==> config.mk <==
export PLATFORM = sky130hd
export DESIGN_NAME = popcnt_seq
export DESIGN_NICKNAME = d
export VERILOG_FILES = /design/src/rtl/popcnt_seq_pkg.sv /design/src/rtl/popcnt_slice.sv /design/src/rtl/popcnt_seq.sv
export SDC_FILE = /design/constraint.sdc
export NUM_CORES = 1
export LEC_CHECK = 0
export BUFFER_PORTS_ARGS = -buffer_cell sky130_fd_sc_hd__buf_4
export CAP_MARGIN = 15
export CORE_MARGIN = 2
export CORE_UTILIZATION = 29
export DETAILED_ROUTE_END_ITERATION = 6
export SYNTH_ARGS = -nofsm -noshare
export SYNTH_HDL_FRONTEND = slang
export SYNTH_SLANG_ARGS = --single-unit
==> constraint.sdc <==
create_clock -name clk -period 5.6 [get_ports clk]
set_clock_uncertainty 0.2 [all_clocks]
set_input_delay 1.12 -clock clk [delete_from_list [all_inputs] [get_ports clk]]
set_output_delay 1.12 -clock clk [all_outputs]
set_load 0.005 [all_outputs]
==> src/rtl/popcnt_seq_pkg.sv <==
// Shared types and helpers for the popcount sequencer.
// Carry-save cells live here so every row uses the same gate.
package popcnt_seq_pkg;

  typedef enum logic [1:0] {
    IDLE    = 2'd0,
    ACCUM   = 2'd1,
    RESOLVE = 2'd2,
    DONE    = 2'd3
  } popcnt_state_t;

  function automatic int cw_of(input int xlen);
    return $clog2(xlen) + 1;
  endfunction

  function automatic int n_of(input int xlen, input int chunk);
    return xlen / chunk;
  endfunction

  // slices covering the low 32 bits (cpopw)
  function automatic int nw_of(input int chunk);
    return (chunk >= 32) ? 1 : 32 / chunk;
  endfunction

  // 3:2 cell: {carry, sum}
  function automatic logic [1:0] csa3(
    input logic a,
    input logic b,
    input logic c
  );
    return {(a & b) | (a & c) | (b & c), a ^ b ^ c};
  endfunction

  // 2:2 cell: {carry, sum}
  function automatic logic [1:0] ha22(
    input logic a,
    input logic b
  );
    return {a & b, a ^ b};
  endfunction

endpackage

==> src/rtl/popcnt_slice.sv <==
// Combinational popcount of one slice.
// Recursive halving tree; halves are joined by a ripple of 2:2/3:2 cells.
module popcnt_slice
  import popcnt_seq_pkg::*;
#(
  parameter int W = 8
) (
  input  logic [W-1:0]       bits,
  output logic [$clog2(W):0] cnt
);

  if (W == 1) begin : g_leaf
    assign cnt = bits;
  end else if (W == 2) begin : g_pair
    assign cnt = ha22(bits[0], bits[1]);
  end else begin : g_tree
    localparam int H  = W / 2;
    localparam int HW = $clog2(H) + 1;

    logic [HW-1:0] lo;
    logic [HW-1:0] hi;
    logic [HW:1]   cy;

    popcnt_slice #(.W(H)) u_lo (
      .bits(bits[H-1:0]),
      .cnt (lo)
    );

    popcnt_slice #(.W(H)) u_hi (
      .bits(bits[W-1:H]),
      .cnt (hi)
    );

    // ripple-add the two half counts
    always_comb begin
      cy  = '0;
      cnt = '0;
      {cy[1], cnt[0]} = ha22(lo[0], hi[0]);
      for (int i = 1; i < HW; i++) begin
        {cy[i+1], cnt[i]} = csa3(lo[i], hi[i], cy[i]);
      end
      cnt[HW] = cy[HW];
    end
  end

endmodule

==> src/rtl/popcnt_seq.sv <==
// Multi-cycle popcount: one slice per cycle into a carry-save
// accumulator, a single carry-propagate add, then hold until taken.
module popcnt_seq
  import popcnt_seq_pkg::*;
#(
  parameter int XLEN  = 64,
  parameter int CHUNK = 8,
  parameter int CW    = cw_of(XLEN)
) (
  input  logic            clk,
  input  logic            reset,
  input  logic            in_valid,
  output logic            in_ready,
  input  logic            word,
  input  logic [XLEN-1:0] src,
  input  logic            flush,
  output logic            out_valid,
  input  logic            out_ready,
  output logic [CW-1:0]   result
);

  localparam int N  = n_of(XLEN, CHUNK);
  localparam int NW = nw_of(CHUNK);
  localparam int KW = $clog2(N);
  localparam int SW = $clog2(CHUNK) + 1;

  localparam logic [KW-1:0] LAST_D = KW'(N - 1);
  localparam logic [KW-1:0] LAST_W = KW'(NW - 1);

  popcnt_state_t   state;
  logic [XLEN-1:0] op;
  logic [KW-1:0]   k;
  logic [KW-1:0]   last;
  logic [CW-1:0]   s;
  logic [CW-1:0]   c;
  logic [CW-1:0]   s_nxt;
  logic [CW-1:0]   maj;
  logic [CW-1:0]   c_nxt;
  logic [CW-1:0]   cnt;
  logic [CHUNK-1:0] slice;
  logic [SW-1:0]   slice_cnt;

  assign in_ready  = (state == IDLE);
  assign out_valid = (state == DONE);

  assign slice = op[int'(k)*CHUNK +: CHUNK];

  popcnt_slice #(.W(CHUNK)) u_slice (
    .bits(slice),
    .cnt (slice_cnt)
  );

  assign cnt = CW'(slice_cnt);

  for (genvar i = 0; i < CW; i++) begin : g_csa
    assign {maj[i], s_nxt[i]} = csa3(s[i], c[i], cnt[i]);
  end

  // total never exceeds XLEN, so dropping the top carry is exact
  assign c_nxt = maj << 1;

  // sequencer FSM with operand, accumulator and result registers
  always_ff @(posedge clk or negedge reset) begin
    if (!reset) begin
      state  <= IDLE;
      op     <= '0;
      k      <= '0;
      last   <= '0;
      s      <= '0;
      c      <= '0;
      result <= '0;
    end else if (flush) begin
      state  <= IDLE;
      k      <= '0;
      s      <= '0;
      c      <= '0;
      result <= '0;
    end else begin
      unique case (state)
        IDLE: begin
          if (in_valid) begin
            op    <= src;
            k     <= '0;
            last  <= word ? LAST_W : LAST_D;
            s     <= '0;
            c     <= '0;
            state <= ACCUM;
          end
        end
        ACCUM: begin
          s <= s_nxt;
          c <= c_nxt;
          k <= k + 1'b1;
          if (k == last) state <= RESOLVE;
        end
        RESOLVE: begin
          result <= s + c;
          state  <= DONE;
        end
        DONE: begin
          if (out_ready) state <= IDLE;
        end
      endcase
    end
  end

endmodule

# Word-level counts from Yosys, hierarchy flattened
# Index checks and enable logic that the tools add are counted.
totals:
  input_bits: 70
  elab_cells: 115
  ff_bits: 93
  output_inout_bits: 9
op_classes:
  reduce_logical: 6
  n_bitwise: 76
  add_sub_neg: 2
  n_eq_ne: 7
  shift: 1
  muxes: 16
ops:
  columns: ["op", "count"]
  rows:
  - ["64-bit by 7-bit variable part select with 8-bit output", 1]
  - ["7-bit two-way mux", 5]
  - ["1-bit bitwise AND", 33]
  - ["7-bit case mux with 2 select lines", 2]
  - ["1-bit bitwise XOR", 26]
  - ["1-bit bitwise OR", 16]
  - ["3-bit two-way mux", 3]
  - ["2-bit two-way mux", 4]
  - ["2-bit case mux with 4 select lines", 1]
  - ["7-bit adder", 1]
  - ["3-bit by 2-bit inequality test with 1-bit output (second input constant)", 2]
  - ["3-bit case mux with 2 select lines", 1]
  - ["3-bit AND reduction", 2]
  - ["2-bit equality test (second input constant)", 2]
  - ["3-bit by 1-bit adder with 3-bit output (second input constant)", 1]
  - ["3-bit equality test", 1]
  - ["3-bit inequality test (second input constant)", 1]
  - ["3-bit nonzero test", 1]
  - ["2-bit by 1-bit equality test with 1-bit output (second input constant)", 1]
  - ["2-bit zero test", 1]
  - ["2-bit AND reduction", 1]
  - ["2-bit nonzero test", 1]
  - ["1-bit inverter", 1]

# Longest topological paths before layout
# Gate-level depths: netlist of the first run.
logic_depth:
  ltp_word: 15
  ltp_mapped: 14
  mapped_depth_nobuf: 12

# Hierarchy
# A second synthesis of the first run with hierarchy kept.
unflattened:
  cells_unflattened: 309
  area_unflattened_um2: 4569.4
modules_own_cells:
  columns: ["mod", "area_per_inst_um2", "seq_area_each_um2", "cells_per_inst", "n_inst"]
  rows:
  - ["popcnt_seq", 4345.4, 2277.2, 283, 1]
  - ["popcnt_slice at u_slice.g_tree.u_hi ...", 51.3, 0.0, 7, 2]
  - ["popcnt_slice at u_slice", 71.3, 0.0, 8, 1]
  - ["popcnt_slice at u_slice.g_tree.u_hi.g_tree.u_hi ...", 12.5, 0.0, 1, 4]

# Worst setup path after synthesis of the first run
# No wires, ideal clock.
synth_path:
  kind: "register to register"
  startpoint: "register k[0]"
  endpoint: "register s[2]"
  n_path_buf: 1
  path_stages_with_launch: 14
  arrival_ns: 3.782
  slack_ns: 1.542
  t_required_ns: 5.323
  setup_time_ns: 0.077
  period_less_slack_ns: 4.058
  cell_sequence: "dfrtp_1 > buf_6 > mux4_1 > mux2_2 > ha_1 > ha_1 > fa_1 > inv_1 > fa_1 > inv_1 > fa_1 > inv_1 > fa_1 > o21ai_1"
synth_via:
  elab_chain_cells: 11
  elab_cells_between_ends: 38
  classes_between: "shift (1); mux (2); bitwise (35)"
synth_rtl:
  columns: ["item", "line_no", "rtl"]
  rows:
  - ["from (decl)", "popcnt_seq.sv:32", "logic [KW-1:0] k;"]
  - ["from (signal assigned)", "popcnt_seq.sv:93", "k <= k + 1'b1;"]
  - ["64-bit by 7-bit variable part select with 8-bit output *", "popcnt_seq.sv:46", "assign slice = op[int'(k)*CHUNK +: CHUNK];"]
  - ["1-bit bitwise XOR / 1-bit bitwise AND (equally long branches)", "popcnt_seq_pkg.sv:39", "return {a & b, a ^ b};"]
  - ["1-bit bitwise AND, or another cell as far along", "popcnt_seq_pkg.sv:39", null]
  - ["1-bit bitwise AND, or another cell as far along", "popcnt_seq_pkg.sv:31", "return {(a & b) | (a & c) | (b & c), a ^ b ^ c};"]
  - ["1-bit bitwise OR / 1-bit bitwise AND (equally long branches)", "popcnt_seq_pkg.sv:31", null]
  - ["1-bit bitwise OR", "popcnt_seq_pkg.sv:31", null]
  - ["1-bit bitwise XOR / 1-bit bitwise OR (equally long branches)", "popcnt_seq_pkg.sv:31", null]
  - ["1-bit bitwise XOR * (2 in a row)", "popcnt_seq_pkg.sv:31", null]
  - ["7-bit case mux with 2 select lines *", "popcnt_seq.sv:79", "unique case (state)"]
  - ["7-bit two-way mux *", "popcnt_seq.sv:72", "end else if (flush) begin"]
  - ["to (signal assigned)", "popcnt_seq.sv:91", "s <= s_nxt;"]
  - ["to (decl)", "popcnt_seq.sv:34", "logic [CW-1:0] s;"]
# Every way passes the cells marked *; elsewhere a longest branch is shown, timed or not.
# A chain may end at the register's enable or synchronous reset.

# Worst setup path after layout of the first run
# Ends and elaborated chain as after synthesis.

==> results.ini, run 1 <==
[outcome]
outcome = finished, final reports clean

[yosys]
ys_types = 38
synth_cells = 317
postSynthNetCount = 414
seq_area_frac_synth_pct = 49.3
synth_edf_count = 0
synthArstFlopShare_pct = 100
yosys_warnings = 0
avgSynthCellArea_um2 = 14.6
synth_ff_type = dfrtp_1
synth-seq-cells = 91
syn_area_um2 = 4620

[routing]
vias_per_cell = 4.57
num_vias = 2794
firstDrtPassIters = 4
remaining_drc_errors = 0
drt_wl_total_um = 9660
initialDrtViolationCount = 62
ant_nets = 0
wl_per_cell_um = 15.8

[floorplan]
dieArea_um2 = 17000
die_w_um = 130
die_y_um = 130
placeableCoreArea_um2 = 15700
initial_utilization_pct = 29.4
io_pins = 79
num_rows = 46

[setup_path]
cp-start-kind = flop
endpoint = s[2]
crit_path_max_fanout = 21
worstRegToRegCells = 12
r2r_end = s[2]
startpoint = k[0]
r2r-start = k[0]
critPathKind = reg2reg
end_kind = flop
worst-r2r-setup-slack_ns = 0.86
crit_required_ns = 5.65
cp.arrival_ns = 4.80

[pwr]
power.total_mw = 2.84
power_frac_comb_pct = 41.2
switching_share_pct = 33.0
p_leak_nw = 2.53
internal_power_mw = 1.91
clkPwrFrac_pct = 20.4
power_switching_mw = 0.937
power_density_nw_per_um2 = 504
peakVddDrop_mv = 0.222
seq_power_share_pct = 38.4

[placement]
gp_congestion = 0.786
dpl.hpwl_um = 7430
pre_cts_slack_ns = 0.867
port_buffers = 78
placed_area_um2 = 5360
dp.cells = 596

[timing]
rsz0062_at_grt = false
whs_ns = 0.288
fin_crit_ns = 4.74
final_max_slew_viol_count = 0
hold_viol = 0
finalCritPeriodShare_pct = 84.7
fin_ws_ns = 0.855
setup_viol = 0
max_freq_ghz = 0.211
max_slew_margin_pct = 38.5
worst_pin_slew_ns = 0.923
fin_setup_tns_ns = 0

[cells_and_area]
fill_cells = 1523
final_nets = 488
final_cell_mix = dfrtp_1, buf_4, mux2_2
regArea_um2 = 2280
antennaDiodeCount = 0
drive_gt1_share_pct = 36.7
syn_to_final_growth_pct = 22.2
final_area_um2 = 5650
fin_util_pct = 35.9
final_common_cell = dfrtp_1
layoutNonFillerInstCount = 611
multi_input_area_um2 = 2150

[clock_network]
h-tree-depth = 3
clockBufferDepth = 2
cts_root_buffer = clkbuf_16
ctsResizeCount = 0
hold_buffers = 0
cts_setup_buffers = 0
cts_buffers = 9
clk_latency_ns = 0.33
clk_pin_slew_worst_paths_ns = 0.06
clock_sinks = 91
cts_tree = done

[flow_run]
cap_violations = 0

[worst_hold_path]
hp-class = reg2reg

[grt]
gr-total-overflow = 0
grt_max_degree = 68
grt_pass1_vias = 3090
antenna_found_initial = 0
grt_use_total_pct = 12.2
grt_pass1_wl_um = 15900

## power by group through the flow
stage	clock network, mW	registers [mW]	logic [mW]
after floorplan	0	1.01	0.914
after global placement	0	1.11	1.13
after detailed placement	0	1.11	1.20
after CTS	0.598	1.10	1.21
after global routing	0.629	1.13	1.36
final	0.580	1.09	1.17
## critical path, stage by stage, from the launching register on
cell,delay [ns]
dfrtp_1,0.94
mux4_1,0.65
mux2_2,0.28
ha_1,0.30
ha_1,0.21
fa_1,0.47
inv_1,0.06
fa_1,0.41
inv_1,0.08
fa_1,0.40
inv_1,0.08
fa_1,0.41
o21ai_1,0.16
## worst min path at each step
stage | start | to | slack, ns | cells after the start
5_1_grt | last[1] | last[1] | 0.31 | 1
3_3_place_gp | op[15] | op[15] | 0.27 | 1
2_1_floorplan | op[12] | op[12] | 0.26 | 1
6_report | op[12] | op[12] | 0.29 | 1
3_5_place_dp | op[12] | op[12] | 0.28 | 1
4_1_cts | op[12] | op[12] | 0.29 | 1
## metal layers
| layer | global-route usage [%] | vias to the layer above | routed length (um) |
|---|---|---|---|
| met2 | 21.8 | 61 | 5100 |
| met4 | 2.91 | 0 | 133 |
| met5 | 0 | - | 0 |
| li1 | - | 1301 | - |
| met3 | 3.03 | 13 | 340 |
| met1 | 14.7 | 1419 | 4080 |
## cell type report
cell class	count	share of cell area, %
sequential	91	40.3
timing repair buffer	79	10.5
tap	216	4.79
clock inverter	4	0.908
multi-input combinational	192	38.2
inverter	18	1.20
clock buffer	11	4.12
## synth_stat cells, drive strengths merged, types with 2 or more instances
cell type / count / area (um2)
a211oi: 2 / 27.5
a21o: 2 / 15.0
a21oi: 3 / 15.0
a221o: 3 / 30.0
a22o: 8 / 70.1
buf: 13 / 109
clkbuf: 3 / 11.3
dfrtp: 91 / 2280
fa: 8 / 160
ha: 19 / 238
inv: 18 / 67.6
mux2: 72 / 811
mux2i: 5 / 50.1
mux4: 16 / 417
nand2: 11 / 41.3
nand2b: 5 / 31.3
nand3: 2 / 10.0
nand4: 2 / 12.5
nor2: 10 / 37.5
nor2b: 2 / 15.0
nor4b: 2 / 17.5
o21ai: 9 / 45.0
xor2: 2 / 17.5
## cells by family (layout without fill, tap and decap cells)
family                   count (synthesis)  in the layout  share of synthesized area (%)
AND/OR/NAND/NOR                         38             38                           4.60
adder cells (fa/ha/maj)                 27             27                           8.61
XOR/XNOR                                 3              3                          0.569
buffers and inverters                   34            112                           4.06
flip-flops                              91             91                           49.3
multiplexers                            93             93                           27.7
AO/OA/AOI/OAI                           31             31                           5.20
## sequential cells by signal, indices dropped and copies added, names as in the netlist
name,flops
k,3
last,2
s,7
state,2
op,64
result,7
c,6
Note: power is estimated with default switching activity, not from simulation.
==> inputs of run 2 (changes only) <==
==> constraint.sdc (replaced) <==
create_clock -name clk -period 4.1 [get_ports clk]
set_clock_uncertainty 0.2 [all_clocks]
set_input_delay 0.82 -clock clk [delete_from_list [all_inputs] [get_ports clk]]
set_output_delay 0.82 -clock clk [all_outputs]
set_load 0.005 [all_outputs]
==> run 2 against run 1 <==
Non-clock buffer count is 6 higher; clock-buffer cell count is 1 lower; combinational power is 60% higher; sequential cell count stayed put; sequential share of layout area is 1.1 points lower; setup slack worse by 0.83 ns; routed wire length is 4.9% higher; first-iteration DRC count is 63% higher; worst hold slack better by 0.0057 ns; clock power is 52% higher; critical path type unchanged.
==> results.ini, run 2 (synthesis gave the netlist of run 1 again) <==
[clock_network]
clockBufferDepth = 2
clk_latency_ns = 0.34
cts_tree = done
h-tree-depth = 3
clk_pin_slew_worst_paths_ns = 0.06
clock_sinks = 91
hold_buffers = 0
cts_buffers = 9
cts_root_buffer = clkbuf_16

[setup_path]
worstRegToRegCells = 14
cp.arrival_ns = 4.15
crit_chain = buf_6, buf_6, mux4_2, mux2_4, ha_4, ha_4, inv_2, fa_1, fa_2, inv_2, fa_1, inv_2, fa_1, o21ai_1
r2r_end = s[2]
worst-r2r-setup-slack_ns = 0.03
critPathMaxStageDelay_ns = 0.51
startpoint = k[0]
path_buf_inv = 5
crit_required_ns = 4.17
slowest_stage = mux4_2
critPathKind = reg2reg
crit_path_max_fanout = 3
end_kind = flop
r2r-start = k[0]
cp_top_family = adder cells
cp-start-kind = flop

[routing]
drt_wl_total_um = 10100
ant_nets = 0
initialDrtViolationCount = 101
firstDrtPassIters = 4
remaining_drc_errors = 0
num_vias = 2874
wl_per_cell_um = 16.4
vias_per_cell = 4.65

[cells_and_area]
reg.largest.list = op: 64 flops, result: 7 flops, s: 7 flops
regArea_um2 = 2280
antennaDiodeCount = 0
drive_gt1_share_pct = 44.5
final_cell_mix = dfrtp_1, buf_4, mux2_2
multi_input_area_um2 = 2190
fill_cells = 1525
final_common_cell = dfrtp_1
largest_register = op
final_nets = 494
layoutNonFillerInstCount = 618
largest_reg_flops = 64
syn_to_final_growth_pct = 25.5

[pwr]
peakVddDrop_mv = 0.463
power.total_mw = 4.25
p_leak_nw = 2.56
power_density_nw_per_um2 = 733

[grt]
antenna_found_initial = 0
grt_pass1_vias = 3109
grt_use_total_pct = 12.7
gr-total-overflow = 0
grt_max_degree = 79
grt_pass1_wl_um = 16200

[floorplan]
die_y_um = 130
placeableCoreArea_um2 = 15700
dieArea_um2 = 17000
num_rows = 46
initial_utilization_pct = 29.4
io_pins = 79
die_w_um = 130

[worst_hold_path]
hp-class = reg2reg
min_from = op[24]
holdPathEnd = op[24]
min_path_cells = 1

[timing]
fin_setup_tns_ns = 0
whs_ns = 0.294
finalCritPeriodShare_pct = 99.3
setup_viol = 0
max_freq_ghz = 0.246
max_slew_margin_pct = 34.3
final_max_slew_viol_count = 0
hold_viol = 0
rsz0062_at_grt = true
worst_pin_slew_ns = 0.985
fin_crit_ns = 4.07

[placement]
dpl.hpwl_um = 7400
port_buffers = 78
gp_congestion = 0.787
dp.cells = 600

[outcome]
outcome = finished, final reports clean

[flow_run]
cap_violations = 0

[run 2: cell types whose count changed in the layout (fill, tap and decap cells not counted), moves of 5 or more]
cell / change
mux4_1: -15
mux2_4: +7
mux2_2: -7
ha_1: -6
mux4_2: +15
ha_4: +5
[run 2: stage by stage]
step	worst slack (ns)	utilization, %	instance area [um2]
global placement	-0.0473	34.5	5420
CTS	0.00702	36.9	5800
finish	0.0275	36.9	5800
detailed placement	-0.113	34.5	5420
global route	-0.119	36.9	5800
floorplan	0.0417	-	4620
[run 2: report_power, final]
part	total, mW	internal, mW	switching [mW]	leakage [nW]
sequential	1.49	1.25	0.236	1.12
combinational	1.87	1.05	0.828	1.28
clock	0.884	0.535	0.349	0.157
total	4.25	2.84	1.41	2.56
[run 2: how the worst max path moves through the flow]
stage / to / slack [ns] / cells after the start
detailed placement: s[2] / -0.11 / 13
floorplan: s[2] / 0.04 / 13
CTS: s[2] / 0.007 / 14
global placement: s[2] / -0.05 / 13
finish: s[2] / 0.03 / 14
global route: s[2] / -0.12 / 14
[run 2: per-layer routing]
layer  share of wire, %  vias up  wire length (um)  track usage (%)
met4                1.7        0               174             4.43
met1                 42     1479              4300             15.2
met2                 52       69              5270             22.1
met5                  0        -                 0                0
li1                   -     1309                 -                -
met3                3.7       17               377             3.24
[run 2: layout make-up]
class / instances / area share, %
Inverter: 18 / 1.17
Timing Repair Buffer: 85 / 11.6
Multi-Input combinational cell: 192 / 37.8
Sequential cell: 91 / 39.3
Clock inverter: 6 / 1.51
Clock buffer: 10 / 3.95
Tap cell: 216 / 4.66
[run 2: what timing repair did]
item	in CTS	in global routing
pin swaps	3	6
endpoints found under the hold margin	0	0
setup buffers	2	0
setup endpoints to repair	1	1
gates cloned	1	0
gates resized for setup	27	11
